## config.mk

```make
export PLATFORM = sky130hd
export DESIGN_NAME = id_exe_stage_reg_flat
export DESIGN_NICKNAME = d
export VERILOG_FILES = /design/src/rtl/core_pkg.sv /design/src/rtl/id_exe_stage_reg_if.sv /design/src/rtl/id_exe_stage_reg_sat_counter.sv /design/src/rtl/id_exe_stage_reg.sv /design/src/flat_wrapper.sv
export SDC_FILE = /design/constraint.sdc
export NUM_CORES = 1
export LEC_CHECK = 0
export ABC_AREA = 0
export BUFFER_PORTS_ARGS = -buffer_cell sky130_fd_sc_hd__buf_4
export CORE_AREA = 2 2 137 139
export DETAILED_ROUTE_END_ITERATION = 7
export DIE_AREA = 0 0 139 141
export PLACE_DENSITY = 0.76
export SYNTH_ARGS = -nofsm -noshare
export SYNTH_HDL_FRONTEND = slang
export SYNTH_SLANG_ARGS = --single-unit
```

## constraint.sdc

```tcl
create_clock -name clk -period 5.2 [get_ports clk]
set_input_delay 0.26 -clock clk [delete_from_list [all_inputs] [get_ports clk]]
set_output_delay 0.26 -clock clk [all_outputs]
set_load 0.005 [all_outputs]
```

## src/rtl/core_pkg.sv

```systemverilog
// Shared definitions for the ARM-subset core's ID->EXE pipeline register.
//   exe_cmd_e    : ALU command encodings produced by the control unit
//   id_ctrl_t    : decoded control word carried from ID to EXE
//   CTRL_BUBBLE  : control word of an empty slot (no side effects)
//   edge_act_e   : what the stage register does on a clock edge
//   decide_action: strict-priority HOLD > KILL > BUBBLE > LOAD decision
package core_pkg;

    typedef enum logic [3:0] {
        EXE_NOP = 4'b0000,
        EXE_MOV = 4'b0001,
        EXE_ADD = 4'b0010,
        EXE_ADC = 4'b0011,
        EXE_SUB = 4'b0100,
        EXE_SBC = 4'b0101,
        EXE_AND = 4'b0110,
        EXE_ORR = 4'b0111,
        EXE_EOR = 4'b1000,
        EXE_MVN = 4'b1001
    } exe_cmd_e;

    typedef struct packed {
        logic [3:0] exe_cmd;
        logic       mem_read_en;
        logic       mem_write_en;
        logic       wb_en;
        logic       b;
        logic       s;
    } id_ctrl_t;

    // An empty slot must not write the register file, write memory,
    // branch or update status, so every control bit is zero.
    localparam id_ctrl_t CTRL_BUBBLE = '0;

    typedef enum logic [1:0] {
        ACT_LOAD   = 2'd0,
        ACT_HOLD   = 2'd1,
        ACT_KILL   = 2'd2,
        ACT_BUBBLE = 2'd3
    } edge_act_e;

    // Freeze outranks everything: the branch in EXE is stalled as well and
    // will reassert flush once the stall ends, so nothing is lost.
    function automatic edge_act_e decide_action(input logic freeze,
                                                input logic flush,
                                                input logic hazard);
        if (freeze)      return ACT_HOLD;
        else if (flush)  return ACT_KILL;
        else if (hazard) return ACT_BUBBLE;
        else             return ACT_LOAD;
    endfunction

endpackage

```

## src/rtl/id_exe_stage_reg_if.sv

```systemverilog
// ID->EXE bus: the *_in signals are driven by the ID stage, the *_out
// signals are the registered copies presented to the EXE stage.
//   master : ID side / environment (drives *_in, observes *_out)
//   slave  : the stage register (consumes *_in, drives *_out)
interface id_exe_stage_reg_if #(
    parameter int WORD_W = 32
);
    logic              valid_in,         valid_out;
    logic [3:0]        exe_cmd_in,       exe_cmd_out;
    logic              mem_read_en_in,   mem_read_en_out;
    logic              mem_write_en_in,  mem_write_en_out;
    logic              wb_en_in,         wb_en_out;
    logic              b_in,             b_out;
    logic              s_in,             s_out;
    logic [WORD_W-1:0] pc_in,            pc_out;
    logic [WORD_W-1:0] val_rn_in,        val_rn_out;
    logic [WORD_W-1:0] val_rm_in,        val_rm_out;
    logic              imm_in,           imm_out;
    logic [11:0]       shift_operand_in, shift_operand_out;
    logic [23:0]       signed_imm24_in,  signed_imm24_out;
    logic [3:0]        dest_in,          dest_out;
    logic [3:0]        src1_in,          src1_out;
    logic [3:0]        src2_in,          src2_out;
    logic              carry_in,         carry_out;

    modport master (
        output valid_in, exe_cmd_in, mem_read_en_in, mem_write_en_in, wb_en_in,
               b_in, s_in, pc_in, val_rn_in, val_rm_in, imm_in, shift_operand_in,
               signed_imm24_in, dest_in, src1_in, src2_in, carry_in,
        input  valid_out, exe_cmd_out, mem_read_en_out, mem_write_en_out, wb_en_out,
               b_out, s_out, pc_out, val_rn_out, val_rm_out, imm_out, shift_operand_out,
               signed_imm24_out, dest_out, src1_out, src2_out, carry_out
    );

    modport slave (
        input  valid_in, exe_cmd_in, mem_read_en_in, mem_write_en_in, wb_en_in,
               b_in, s_in, pc_in, val_rn_in, val_rm_in, imm_in, shift_operand_in,
               signed_imm24_in, dest_in, src1_in, src2_in, carry_in,
        output valid_out, exe_cmd_out, mem_read_en_out, mem_write_en_out, wb_en_out,
               b_out, s_out, pc_out, val_rn_out, val_rm_out, imm_out, shift_operand_out,
               signed_imm24_out, dest_out, src1_out, src2_out, carry_out
    );
endinterface

```

## src/rtl/id_exe_stage_reg_sat_counter.sv

```systemverilog
// Saturating up-counter for pipeline event statistics.
//   clk, rst_n : clock, asynchronous active-low reset (clears the count)
//   inc_i      : count one event on this edge (ignored once all-ones)
//   clr_i      : synchronous clear, overrides inc_i
//   cnt_o      : current count
module sat_counter #(
    parameter int CNT_W = 16
) (
    input  logic             clk,
    input  logic             rst_n,
    input  logic             inc_i,
    input  logic             clr_i,
    output logic [CNT_W-1:0] cnt_o
);
    logic [CNT_W-1:0] cnt_q;

    // NOTE: state is written with non-blocking assignments so every flop
    // samples pre-edge values, independent of block evaluation order.
    always_ff @(posedge clk or negedge rst_n) begin
        if (!rst_n) begin
            cnt_q <= '0;
        end else if (clr_i) begin
            cnt_q <= '0;
        end else if (inc_i && (cnt_q != '1)) begin
            cnt_q <= cnt_q + 1'b1;
        end
    end

    assign cnt_o = cnt_q;
endmodule

```

## src/rtl/id_exe_stage_reg.sv

```systemverilog
// ID->EXE pipeline register with freeze, flush and bubble handling.
//   clk, rst_n           : clock, asynchronous active-low reset
//   freeze               : hold all state (memory stall)
//   flush                : kill the ID instruction (branch taken in EXE)
//   hazard               : insert a bubble (data hazard)
//   cnt_clr              : synchronous clear of both event counters
//   bus (slave)          : ID-side *_in fields, EXE-side registered *_out fields
//   flush_cnt/bubble_cnt : saturating counts of accepted flushes/bubbles
module id_exe_stage_reg
    import core_pkg::*;
#(
    parameter int WORD_W = 32,
    parameter int CNT_W  = 16
) (
    input  logic             clk,
    input  logic             rst_n,
    input  logic             freeze,
    input  logic             flush,
    input  logic             hazard,
    input  logic             cnt_clr,
    id_exe_stage_reg_if.slave bus,
    output logic [CNT_W-1:0] flush_cnt,
    output logic [CNT_W-1:0] bubble_cnt
);
    edge_act_e         act;
    logic              squash;
    id_ctrl_t          ctrl_in, ctrl_d, ctrl_q;
    logic              valid_d, valid_q;
    logic [WORD_W-1:0] pc_d, pc_q, val_rn_d, val_rn_q, val_rm_d, val_rm_q;
    logic              imm_d, imm_q, carry_d, carry_q;
    logic [11:0]       shift_d, shift_q;
    logic [23:0]       simm_d, simm_q;
    logic [3:0]        dest_d, dest_q, src1_d, src1_q, src2_d, src2_q;

    // NOTE: every variable below is assigned on every path through the
    // block, so no latch can be inferred.
    always_comb begin
        act     = decide_action(freeze, flush, hazard);
        squash  = (act == ACT_KILL) || (act == ACT_BUBBLE);
        ctrl_in = '{exe_cmd:      bus.exe_cmd_in,
                    mem_read_en:  bus.mem_read_en_in,
                    mem_write_en: bus.mem_write_en_in,
                    wb_en:        bus.wb_en_in,
                    b:            bus.b_in,
                    s:            bus.s_in};
        // An invalid ID slot still loads its data but carries no side effects.
        ctrl_d   = (squash || !bus.valid_in) ? CTRL_BUBBLE : ctrl_in;
        valid_d  = !squash && bus.valid_in;
        pc_d     = squash ? '0 : bus.pc_in;
        val_rn_d = squash ? '0 : bus.val_rn_in;
        val_rm_d = squash ? '0 : bus.val_rm_in;
        imm_d    = squash ? 1'b0 : bus.imm_in;
        shift_d  = squash ? '0 : bus.shift_operand_in;
        simm_d   = squash ? '0 : bus.signed_imm24_in;
        dest_d   = squash ? '0 : bus.dest_in;
        src1_d   = squash ? '0 : bus.src1_in;
        src2_d   = squash ? '0 : bus.src2_in;
        carry_d  = squash ? 1'b0 : bus.carry_in;
    end

    // NOTE: every stage flop is reset (not just the control bits) so the
    // EXE stage never sees X data feeding forwarding muxes after reset.
    always_ff @(posedge clk or negedge rst_n) begin
        if (!rst_n) begin
            ctrl_q   <= CTRL_BUBBLE;
            valid_q  <= 1'b0;
            pc_q     <= '0;
            val_rn_q <= '0;
            val_rm_q <= '0;
            imm_q    <= 1'b0;
            shift_q  <= '0;
            simm_q   <= '0;
            dest_q   <= '0;
            src1_q   <= '0;
            src2_q   <= '0;
            carry_q  <= 1'b0;
        end else if (act != ACT_HOLD) begin
            ctrl_q   <= ctrl_d;
            valid_q  <= valid_d;
            pc_q     <= pc_d;
            val_rn_q <= val_rn_d;
            val_rm_q <= val_rm_d;
            imm_q    <= imm_d;
            shift_q  <= shift_d;
            simm_q   <= simm_d;
            dest_q   <= dest_d;
            src1_q   <= src1_d;
            src2_q   <= src2_d;
            carry_q  <= carry_d;
        end
    end

    assign bus.valid_out         = valid_q;
    assign bus.exe_cmd_out       = ctrl_q.exe_cmd;
    assign bus.mem_read_en_out   = ctrl_q.mem_read_en;
    assign bus.mem_write_en_out  = ctrl_q.mem_write_en;
    assign bus.wb_en_out         = ctrl_q.wb_en;
    assign bus.b_out             = ctrl_q.b;
    assign bus.s_out             = ctrl_q.s;
    assign bus.pc_out            = pc_q;
    assign bus.val_rn_out        = val_rn_q;
    assign bus.val_rm_out        = val_rm_q;
    assign bus.imm_out           = imm_q;
    assign bus.shift_operand_out = shift_q;
    assign bus.signed_imm24_out  = simm_q;
    assign bus.dest_out          = dest_q;
    assign bus.src1_out          = src1_q;
    assign bus.src2_out          = src2_q;
    assign bus.carry_out         = carry_q;

    // Counters see only accepted events; a frozen edge neither counts nor clears.
    sat_counter #(.CNT_W(CNT_W)) u_flush_cnt (
        .clk   (clk),
        .rst_n (rst_n),
        .inc_i (act == ACT_KILL),
        .clr_i (!freeze && cnt_clr),
        .cnt_o (flush_cnt)
    );

    sat_counter #(.CNT_W(CNT_W)) u_bubble_cnt (
        .clk   (clk),
        .rst_n (rst_n),
        .inc_i (act == ACT_BUBBLE),
        .clr_i (!freeze && cnt_clr),
        .cnt_o (bubble_cnt)
    );
endmodule

```

## src/flat_wrapper.sv

```systemverilog
// flat-port wrapper written by rule: the top's interface ports become plain ports
module id_exe_stage_reg_flat import core_pkg::*;
#(
    parameter int WORD_W = 32,
    parameter int CNT_W  = 16
)
  (clk, rst_n, freeze, flush, hazard, cnt_clr, flush_cnt, bubble_cnt, bus_valid_in, bus_exe_cmd_in, bus_mem_read_en_in, bus_mem_write_en_in, bus_wb_en_in, bus_b_in, bus_s_in, bus_pc_in, bus_val_rn_in, bus_val_rm_in, bus_imm_in, bus_shift_operand_in, bus_signed_imm24_in, bus_dest_in, bus_src1_in, bus_src2_in, bus_carry_in, bus_valid_out, bus_exe_cmd_out, bus_mem_read_en_out, bus_mem_write_en_out, bus_wb_en_out, bus_b_out, bus_s_out, bus_pc_out, bus_val_rn_out, bus_val_rm_out, bus_imm_out, bus_shift_operand_out, bus_signed_imm24_out, bus_dest_out, bus_src1_out, bus_src2_out, bus_carry_out);
  id_exe_stage_reg_if #(.WORD_W(WORD_W)) bus_i ();
  input  logic clk;
  input  logic rst_n;
  input  logic freeze;
  input  logic flush;
  input  logic hazard;
  input  logic cnt_clr;
  output logic [CNT_W-1:0] flush_cnt;
  output logic [CNT_W-1:0] bubble_cnt;
  input wire logic [$bits(bus_i.valid_in)-1:0] bus_valid_in;
  input wire logic [$bits(bus_i.exe_cmd_in)-1:0] bus_exe_cmd_in;
  input wire logic [$bits(bus_i.mem_read_en_in)-1:0] bus_mem_read_en_in;
  input wire logic [$bits(bus_i.mem_write_en_in)-1:0] bus_mem_write_en_in;
  input wire logic [$bits(bus_i.wb_en_in)-1:0] bus_wb_en_in;
  input wire logic [$bits(bus_i.b_in)-1:0] bus_b_in;
  input wire logic [$bits(bus_i.s_in)-1:0] bus_s_in;
  input wire logic [$bits(bus_i.pc_in)-1:0] bus_pc_in;
  input wire logic [$bits(bus_i.val_rn_in)-1:0] bus_val_rn_in;
  input wire logic [$bits(bus_i.val_rm_in)-1:0] bus_val_rm_in;
  input wire logic [$bits(bus_i.imm_in)-1:0] bus_imm_in;
  input wire logic [$bits(bus_i.shift_operand_in)-1:0] bus_shift_operand_in;
  input wire logic [$bits(bus_i.signed_imm24_in)-1:0] bus_signed_imm24_in;
  input wire logic [$bits(bus_i.dest_in)-1:0] bus_dest_in;
  input wire logic [$bits(bus_i.src1_in)-1:0] bus_src1_in;
  input wire logic [$bits(bus_i.src2_in)-1:0] bus_src2_in;
  input wire logic [$bits(bus_i.carry_in)-1:0] bus_carry_in;
  output wire logic [$bits(bus_i.valid_out)-1:0] bus_valid_out;
  output wire logic [$bits(bus_i.exe_cmd_out)-1:0] bus_exe_cmd_out;
  output wire logic [$bits(bus_i.mem_read_en_out)-1:0] bus_mem_read_en_out;
  output wire logic [$bits(bus_i.mem_write_en_out)-1:0] bus_mem_write_en_out;
  output wire logic [$bits(bus_i.wb_en_out)-1:0] bus_wb_en_out;
  output wire logic [$bits(bus_i.b_out)-1:0] bus_b_out;
  output wire logic [$bits(bus_i.s_out)-1:0] bus_s_out;
  output wire logic [$bits(bus_i.pc_out)-1:0] bus_pc_out;
  output wire logic [$bits(bus_i.val_rn_out)-1:0] bus_val_rn_out;
  output wire logic [$bits(bus_i.val_rm_out)-1:0] bus_val_rm_out;
  output wire logic [$bits(bus_i.imm_out)-1:0] bus_imm_out;
  output wire logic [$bits(bus_i.shift_operand_out)-1:0] bus_shift_operand_out;
  output wire logic [$bits(bus_i.signed_imm24_out)-1:0] bus_signed_imm24_out;
  output wire logic [$bits(bus_i.dest_out)-1:0] bus_dest_out;
  output wire logic [$bits(bus_i.src1_out)-1:0] bus_src1_out;
  output wire logic [$bits(bus_i.src2_out)-1:0] bus_src2_out;
  output wire logic [$bits(bus_i.carry_out)-1:0] bus_carry_out;
  assign bus_i.valid_in = bus_valid_in;
  assign bus_i.exe_cmd_in = bus_exe_cmd_in;
  assign bus_i.mem_read_en_in = bus_mem_read_en_in;
  assign bus_i.mem_write_en_in = bus_mem_write_en_in;
  assign bus_i.wb_en_in = bus_wb_en_in;
  assign bus_i.b_in = bus_b_in;
  assign bus_i.s_in = bus_s_in;
  assign bus_i.pc_in = bus_pc_in;
  assign bus_i.val_rn_in = bus_val_rn_in;
  assign bus_i.val_rm_in = bus_val_rm_in;
  assign bus_i.imm_in = bus_imm_in;
  assign bus_i.shift_operand_in = bus_shift_operand_in;
  assign bus_i.signed_imm24_in = bus_signed_imm24_in;
  assign bus_i.dest_in = bus_dest_in;
  assign bus_i.src1_in = bus_src1_in;
  assign bus_i.src2_in = bus_src2_in;
  assign bus_i.carry_in = bus_carry_in;
  assign bus_valid_out = bus_i.valid_out;
  assign bus_exe_cmd_out = bus_i.exe_cmd_out;
  assign bus_mem_read_en_out = bus_i.mem_read_en_out;
  assign bus_mem_write_en_out = bus_i.mem_write_en_out;
  assign bus_wb_en_out = bus_i.wb_en_out;
  assign bus_b_out = bus_i.b_out;
  assign bus_s_out = bus_i.s_out;
  assign bus_pc_out = bus_i.pc_out;
  assign bus_val_rn_out = bus_i.val_rn_out;
  assign bus_val_rm_out = bus_i.val_rm_out;
  assign bus_imm_out = bus_i.imm_out;
  assign bus_shift_operand_out = bus_i.shift_operand_out;
  assign bus_signed_imm24_out = bus_i.signed_imm24_out;
  assign bus_dest_out = bus_i.dest_out;
  assign bus_src1_out = bus_i.src1_out;
  assign bus_src2_out = bus_i.src2_out;
  assign bus_carry_out = bus_i.carry_out;
  id_exe_stage_reg #(.WORD_W(WORD_W), .CNT_W(CNT_W)) u_core (.clk(clk), .rst_n(rst_n), .freeze(freeze), .flush(flush), .hazard(hazard), .cnt_clr(cnt_clr), .bus(bus_i), .flush_cnt(flush_cnt), .bubble_cnt(bubble_cnt));
endmodule
```

==> flow_summary.yaml, run 1 <==
floorplan:
  chipWidth_um: 139
  rows: 50
  io_pins: 350
  die-area_um2: 19600
  die_height_um: 141
  core_um2: 18300
  start_util_pct: 40.8
placed_design:
  place_congestion: 0.844
  hpwl_um: 17000
  placed_area_um2: 10200
  port_buffers: 349
route:
  drt-total-wl_um: 23800
  drcViolationCount: 0
  route.antenna.remaining_nets: 0
  wl_per_cell_um: 20.6
  via_per_inst: 5.53
  drt_iter0_markers: 489
  drtPass1Iterations: 5
  via_count: 6376
critical_path:
  worstPathArrival_ns: 2.93
  path_buf_inv: 2
  crit_path_frequent_cell: "buf_4"
  r2r_slack_ns: 2.93
  required_ns: 5.54
  endpoint_kind: "register"
  max_stage_delay_ns: 0.82
  slowest_stage: "buf_4"
  critical_path.top_delay_family: "buffers and inverters"
  critPathMaxFanout: 92
  start_kind: "input port"
  crit_chain: "buf_4 -> buf_4 -> nor3b_1 -> and3_1 -> a311o_1 -> o211ai_1"
  worstSetupPathType: "input port to register"
cells_and_area:
  final_core_util_pct: 59.3
  layout.area.seq_um2: 4700
  fill_cells: 1530
  diodes: 0
  stdcell_area_um2: 10800
  multi_input_area_um2: 2540
  syn_to_final_growth_pct: 45.3
  drive_gt1_share_pct: 42.6
  nets: 1072
yosys:
  yosysUniqueCellTypes: 47
  ys_top_cells_by_count: "dfrtp_1 (188), a22o_1 (155), clkbuf_1 (38)"
  synthArstFlopShare_pct: 100
  synthDominantCellAreaShare_pct: 63.2
  synth_edf_count: 0
  synthTopCellsByArea: "dfrtp_1 (63%), a22o_1 (18%), clkbuf_1 (1.9%)"
  synth_area_leader_cell: "dfrtp_1"
  yosys_warnings: 0
  syn_area_per_cell_um2: 12.9
  yosys.area_share.simple_pct: 8.85
  post-synth-top-count-cell: "dfrtp_1"
  synth_compound_area_share_pct: 24.5
  synth_nets: 742
  ys_seq_area_share_pct: 63.2
  synth_xor_area_share_pct: 0
  ys.flop_type: "dfrtp_1"
  synth-adder-area-share_pct: 0.336
  syn-cell-area_um2: 7450
  syn_inst: 578
  synth_top_family_by_area: "compound AO/OA/AOI/OAI gates"
  synth_mux_area_share_pct: 0.269
  ys_seq_elements: 188
pwr:
  finalPower_mw: 3.33
  power.leakage_nw: 5.53
  comb_power_share_pct: 13.1
  p_clk_share_pct: 38.3
  peakVddDrop_mv: 0.206
  switching_power_mw: 0.872
  netSwitchingFraction_pct: 26.2
  cell_internal_pwr_mw: 2.46
  p_per_area_nw_per_um2: 307
  pwr-share-seq_pct: 48.6
timing:
  finalHoldViolations: 0
  fin_skew_ns: 0.00568
  setup_viol: 0
  finalSetupTns_ns: 0
  slew_headroom_pct: 27.1
  worst_slew_pin_slew_ns: 1.09
  slew_viol_final: 0
  fin_crit_sh_pct: 49.8
  fin_crit_ns: 2.59
  rsz0062_at_grt: "no"
  fmax_mhz: 386
  whs_ns: 0.0336
cts:
  clkLatencyLatePin_ns: 0.43
  clk_pin_slew_ns: 0.08
  cts_root_buffer: "clkbuf_16"
  clkSinkCount: 188
  htreeDepth: 4
  cts_inserted_buffers: 17
  clk_path_buf_depth: 2
  cts_tree: "built"
global_routing:
  grt_max_degree: 105
  grt_overflow: 0
  antenna_found_initial: 0
  grt_use_met2_pct: 36.1
  track_usage_pct: 23.5
  grt_pass1_wl_um: 36000
  grt_use_met1_pct: 32.1
  grt_pass1_vias: 6168
  grtUsageMet3_pct: 6.73
  top_usage_layer: "met2"
worst_hold_path:
  hp-class: "input port to register"
outcome:
  outcome: "complete, no violations"
flow_run:
  max-cap-violations: 0
[layout by cell type, fill, tap and decap left out, types with 4 or more instances in the layout]
cell       instances
buf_4            355
and4_1             5
o311ai_0           5
o41ai_1            5
a31oi_1            7
inv_6              4
nor4_1             7
and2_1             4
nand2_1           17
dfrtp_1          188
o21ai_0            8
nor2b_1            5
inv_1              7
o31ai_1            5
and3_1             4
nand2b_1           5
a22o_1           155
clkbuf_16         17
nor2_1            13
nand4_1           13
o211ai_1           4
or3_1              7
or4_1              7
nand3_1           15
a21oi_1           11
[area by class of cell]
class	instances	area share, %
well taps	234	2.70
repair buffers	357	24.8
clock inverters	12	1.13
multi-input cells	337	23.4
clock buffers	19	4.18
flip-flops and latches	188	43.5
inverters	7	0.243
[metal layers]
metal  routed length (µm)  part of all wire, %
met5                    0                    0
met4                  511                  2.2
met3                 1840                  7.7
met2                11400                   48
met1                10000                   42
[cells by family (layout without fill, tap and decap cells)]
family                   Yosys count  in the layout
buffers and inverters             53            395
multiplexers                       2              2
AO/OA/AOI/OAI                    219            219
flip-flops                       188            188
AND/OR/NAND/NOR                  114            114
adder cells (fa/ha/maj)            2              2
[power by group through the flow]
stage                     logic [mW]  registers, mW  clock network [mW]
after floorplan                0.137           1.64                   0
after global placement         0.429           1.64                   0
after detailed placement       0.440           1.64                   0
after CTS                      0.440           1.62                1.30
after global routing           0.471           1.63                1.36
final                          0.434           1.62                1.27
[registers in the layout, summed over array words and instances, names as in the netlist, 12 cells and up]
register                      count
u_core.u_bubble_cnt.cnt_o        16
u_core.bus.signed_imm24_out      24
u_core.bus.val_rm_out            32
u_core.bus.val_rn_out            32
u_core.bus.shift_operand_out     12
u_core.u_flush_cnt.cnt_o         16
u_core.bus.pc_out                32
[worst paths after layout]
kind,startpoint,endpoint,cells past startpoint
worst max-delay path,freeze,u_core.u_bubble_cnt.cnt_o[9],6
worst min-delay path,bus_pc_in[2],u_core.bus.pc_out[2],2
worst max register to register,u_core.u_bubble_cnt.cnt_o[0],u_core.u_bubble_cnt.cnt_o[1],5
worst min register to register,u_core.bus.valid_out,u_core.bus.valid_out,1
max in group asynchronous,rst_n,u_core.bus.s_out,3
min in group asynchronous,rst_n,u_core.u_bubble_cnt.cnt_o[14],2
[stage by stage]
stage | setup WS (ns) | std cells
2_1_floorplan | 3.17 | 578
3_3_place_gp | 2.18 | 1122
3_5_place_dp | 2.14 | 1122
4_1_cts | 2.60 | 1154
5_1_grt | 2.37 | 1154
6_report | 2.61 | 1154
[what timing repair did]
| action | in CTS | in global routing |
|---|---|---|
| hold buffers | 1 | 0 |
| gates resized for setup | 0 | 0 |
| hold endpoints to repair | 101 | 0 |
| setup buffers | 0 | 0 |
Note: power is estimated with default switching activity, not from simulation.
==> inputs of run 2 (changes only) <==
--- a/config.mk
+++ b/config.mk
@@ -5,12 +5,12 @@
 export SDC_FILE = /design/constraint.sdc
 export NUM_CORES = 1
 export LEC_CHECK = 0
-export ABC_AREA = 0
+export ABC_AREA = 1
 export BUFFER_PORTS_ARGS = -buffer_cell sky130_fd_sc_hd__buf_4
-export CORE_AREA = 2 2 137 139
+export CORE_AREA = 2 2 135 137
 export DETAILED_ROUTE_END_ITERATION = 7
-export DIE_AREA = 0 0 139 141
-export PLACE_DENSITY = 0.76
+export DIE_AREA = 0 0 137 139
+export PLACE_DENSITY = 0.83
 export SYNTH_ARGS = -nofsm -noshare
 export SYNTH_HDL_FRONTEND = slang
 export SYNTH_SLANG_ARGS = --single-unit
==> constraint.sdc (replaced) <==
create_clock -name clk -period 2.42 [get_ports clk]
set_input_delay 0.121 -clock clk [delete_from_list [all_inputs] [get_ports clk]]
set_output_delay 0.121 -clock clk [all_outputs]
set_load 0.005 [all_outputs]
==> run 2 against run 1 <==
Compared with the run above: die area is 2.8% lower; non-clock buffer count is 160 higher; clock skew is 0.0041 ns higher; wire length is 27% higher; synthesized cell count is 71% higher; power is 120% higher; register-to-register slack worse by 2.3 ns; sequential power is 110% higher.
==> flow_summary.yaml, run 2 <==
outcome:
  outcome: "complete, no violations"
global_routing:
  grt_max_degree: 157
  grtUsageMet3_pct: 7.31
  grt_pass1_vias: 9125
  top_usage_layer: "met2"
  grt_overflow: 0
  track_usage_pct: 31.6
  grt_pass1_wl_um: 47200
  antenna_found_initial: 1
  grt_use_met1_pct: 37.5
  grt_use_met2_pct: 53.1
pwr:
  p_per_area_nw_per_um2: 555
  finalPower_mw: 7.33
  power.leakage_nw: 7.24
  peakVddDrop_mv: 0.458
route:
  drt_iter0_markers: 937
  drtPass1Iterations: 7
  drt-total-wl_um: 30300
  via_per_inst: 5.30
  route.antenna.remaining_nets: 0
  wl_per_cell_um: 17.7
  drcViolationCount: 0
  via_count: 9083
timing:
  slew_viol_final: 0
  rsz0062_at_grt: "no"
  setup_viol: 0
  fin_crit_sh_pct: 74.5
  fin_crit_ns: 1.80
  fmax_mhz: 555
  slew_headroom_pct: 47.8
  finalSetupTns_ns: 0
  fin_skew_ns: 0.00979
  finalHoldViolations: 0
  worst_slew_pin_slew_ns: 0.783
floorplan:
  start_util_pct: 46.7
  io_pins: 350
  core_um2: 17700
  rows: 49
  chipWidth_um: 137
  die_height_um: 139
  die-area_um2: 19000
cts:
  postCtsHoldBufs: 156
  cts_inserted_buffers: 17
  clkLatencyLatePin_ns: 0.42
  clk_path_buf_depth: 2
  cts_tree: "built"
  cts_root_buffer: "clkbuf_16"
  clkSinkCount: 188
  clk_pin_slew_ns: 0.07
  cts_setup_buffers: 0
  htreeDepth: 4
  cts_resized: 0
yosys:
  post-synth-top-count-cell: "nand2_1"
  ys_top_cells_by_count: "nand2_1 (415), nand3_1 (201), dfrtp_1 (188)"
  syn-cell-area_um2: 8250
  synth_edf_count: 0
  yosysUniqueCellTypes: 26
  yosys_warnings: 0
  ys.flop_type: "dfrtp_1"
  synthDominantCellAreaShare_pct: 57.0
  syn_area_per_cell_um2: 8.33
  synth_area_leader_cell: "dfrtp_1"
  synthTopCellsByArea: "dfrtp_1 (57%), nand2_1 (19%), nand3_1 (12%)"
  syn_inst: 991
  synth_nets: 1155
  ys_seq_elements: 188
  synthArstFlopShare_pct: 100
  ys_seq_area_share_pct: 57.0
placed_design:
  hpwl_um: 17500
  place_congestion: 0.855
  port_buffers: 349
cells_and_area:
  syn_to_final_growth_pct: 60.0
  drive_gt1_share_pct: 28.0
  final_common_cell: "nand2_1"
  nets: 1635
  mostFrequentLayoutCells: "nand2_1 (415), buf_4 (357), nand3_1 (201)"
critical_path:
  worstPathArrival_ns: 2.16
  crit_chain: "ha_1 -> nand2_2 -> nor2_4 -> nand2_4 -> nor2_1 -> nor3_2 -> nand2_1 -> nand2_1"
  max_stage_delay_ns: 0.49
  worstSetupPathType: "register to register"
  required_ns: 2.78
  crit_path_frequent_cell: "nand2_1"
  slowest_stage: "nor3_2"
  endpoint_kind: "register"
  critPathMaxFanout: 10
  start_kind: "register"
flow_run:
  max-cap-violations: 0
worst_hold_path:
  hp-class: "input port to register"
-- run 2: cell types whose count changed in the layout (fill, tap and decap cells not counted), moves of 10 or more --
cell           delta
a21oi_1          -11
a22o_1          -155
dlygate4sd3_1   +155
inv_1            +27
nand2_1         +398
nand3_1         +186
nor2_1           +18
xor2_1           +10
-- run 2: logic make-up after synthesis --
group,after synthesis,synth area share (%)
fa+ha+maj,2,0.303
buf+inv,95,4.78
compound gates,15,1.21
flops,188,57.0
simple gates,680,35.5
xor+xnor,11,1.17
-- run 2: routing by layer --
| layer | wire (µm) | part of all wire [%] |
|---|---|---|
| met5 | 0 | 0 |
| met3 | 2370 | 7.8 |
| met4 | 1460 | 4.8 |
| met2 | 15300 | 50 |
| met1 | 11200 | 37 |
-- run 2: worst paths after layout --
path	slack [ns]	cells after the start	from	to
max reg2reg	0.62	8	u_core.u_bubble_cnt.cnt_o[0]	u_core.u_bubble_cnt.cnt_o[10]
min in group asynchronous	0.22	2	rst_n	u_core.u_flush_cnt.cnt_o[6]
max in group asynchronous	1.49	3	rst_n	u_core.bus.shift_operand_out[10]
max	0.62	8	u_core.u_bubble_cnt.cnt_o[0]	u_core.u_bubble_cnt.cnt_o[10]
min reg2reg	0.48	2	u_core.bus.val_rm_out[4]	u_core.bus.val_rm_out[4]
min	0.05	4	cnt_clr	u_core.u_flush_cnt.cnt_o[1]
-- run 2: worst max-delay path, delay by kind of cell (launching register included) --
family / cells / cell delay, ns
and+or+nand+nor: 7 / 1.04
adders and majority gates: 1 / 0.26
DFF: 1 / 0.43
-- run 2: final cells by class --
cell class,instances,area [µm²]
well taps,229,287
diodes,1,2.50
clock buffers,20,457
repair buffers,517,4310
multi-input cells,708,3160
flip-flops and latches,188,4700
inverters,39,149
fillers,1132,4460
clock inverters,12,128
-- run 2: report_power, final --
part / switching (mW) / internal [mW]
combinational: 0.515 / 0.599
sequential: 0.103 / 3.29
clock: 1.32 / 1.51
-- run 2: metrics by stage --
step	hold WS [ns]	std cells	utilization [%]	area [µm²]	setup WS (ns)
after global placement	0.106	1525	62.6	11100	0.763
after detailed placement	0.106	1525	62.6	11100	0.669
after floorplan	-0.175	991	-	8250	0.953
after global routing	0.0444	1714	74.8	13200	0.508
after CTS	0.0258	1713	74.7	13200	0.657
final	0.0485	1714	74.8	13200	0.617
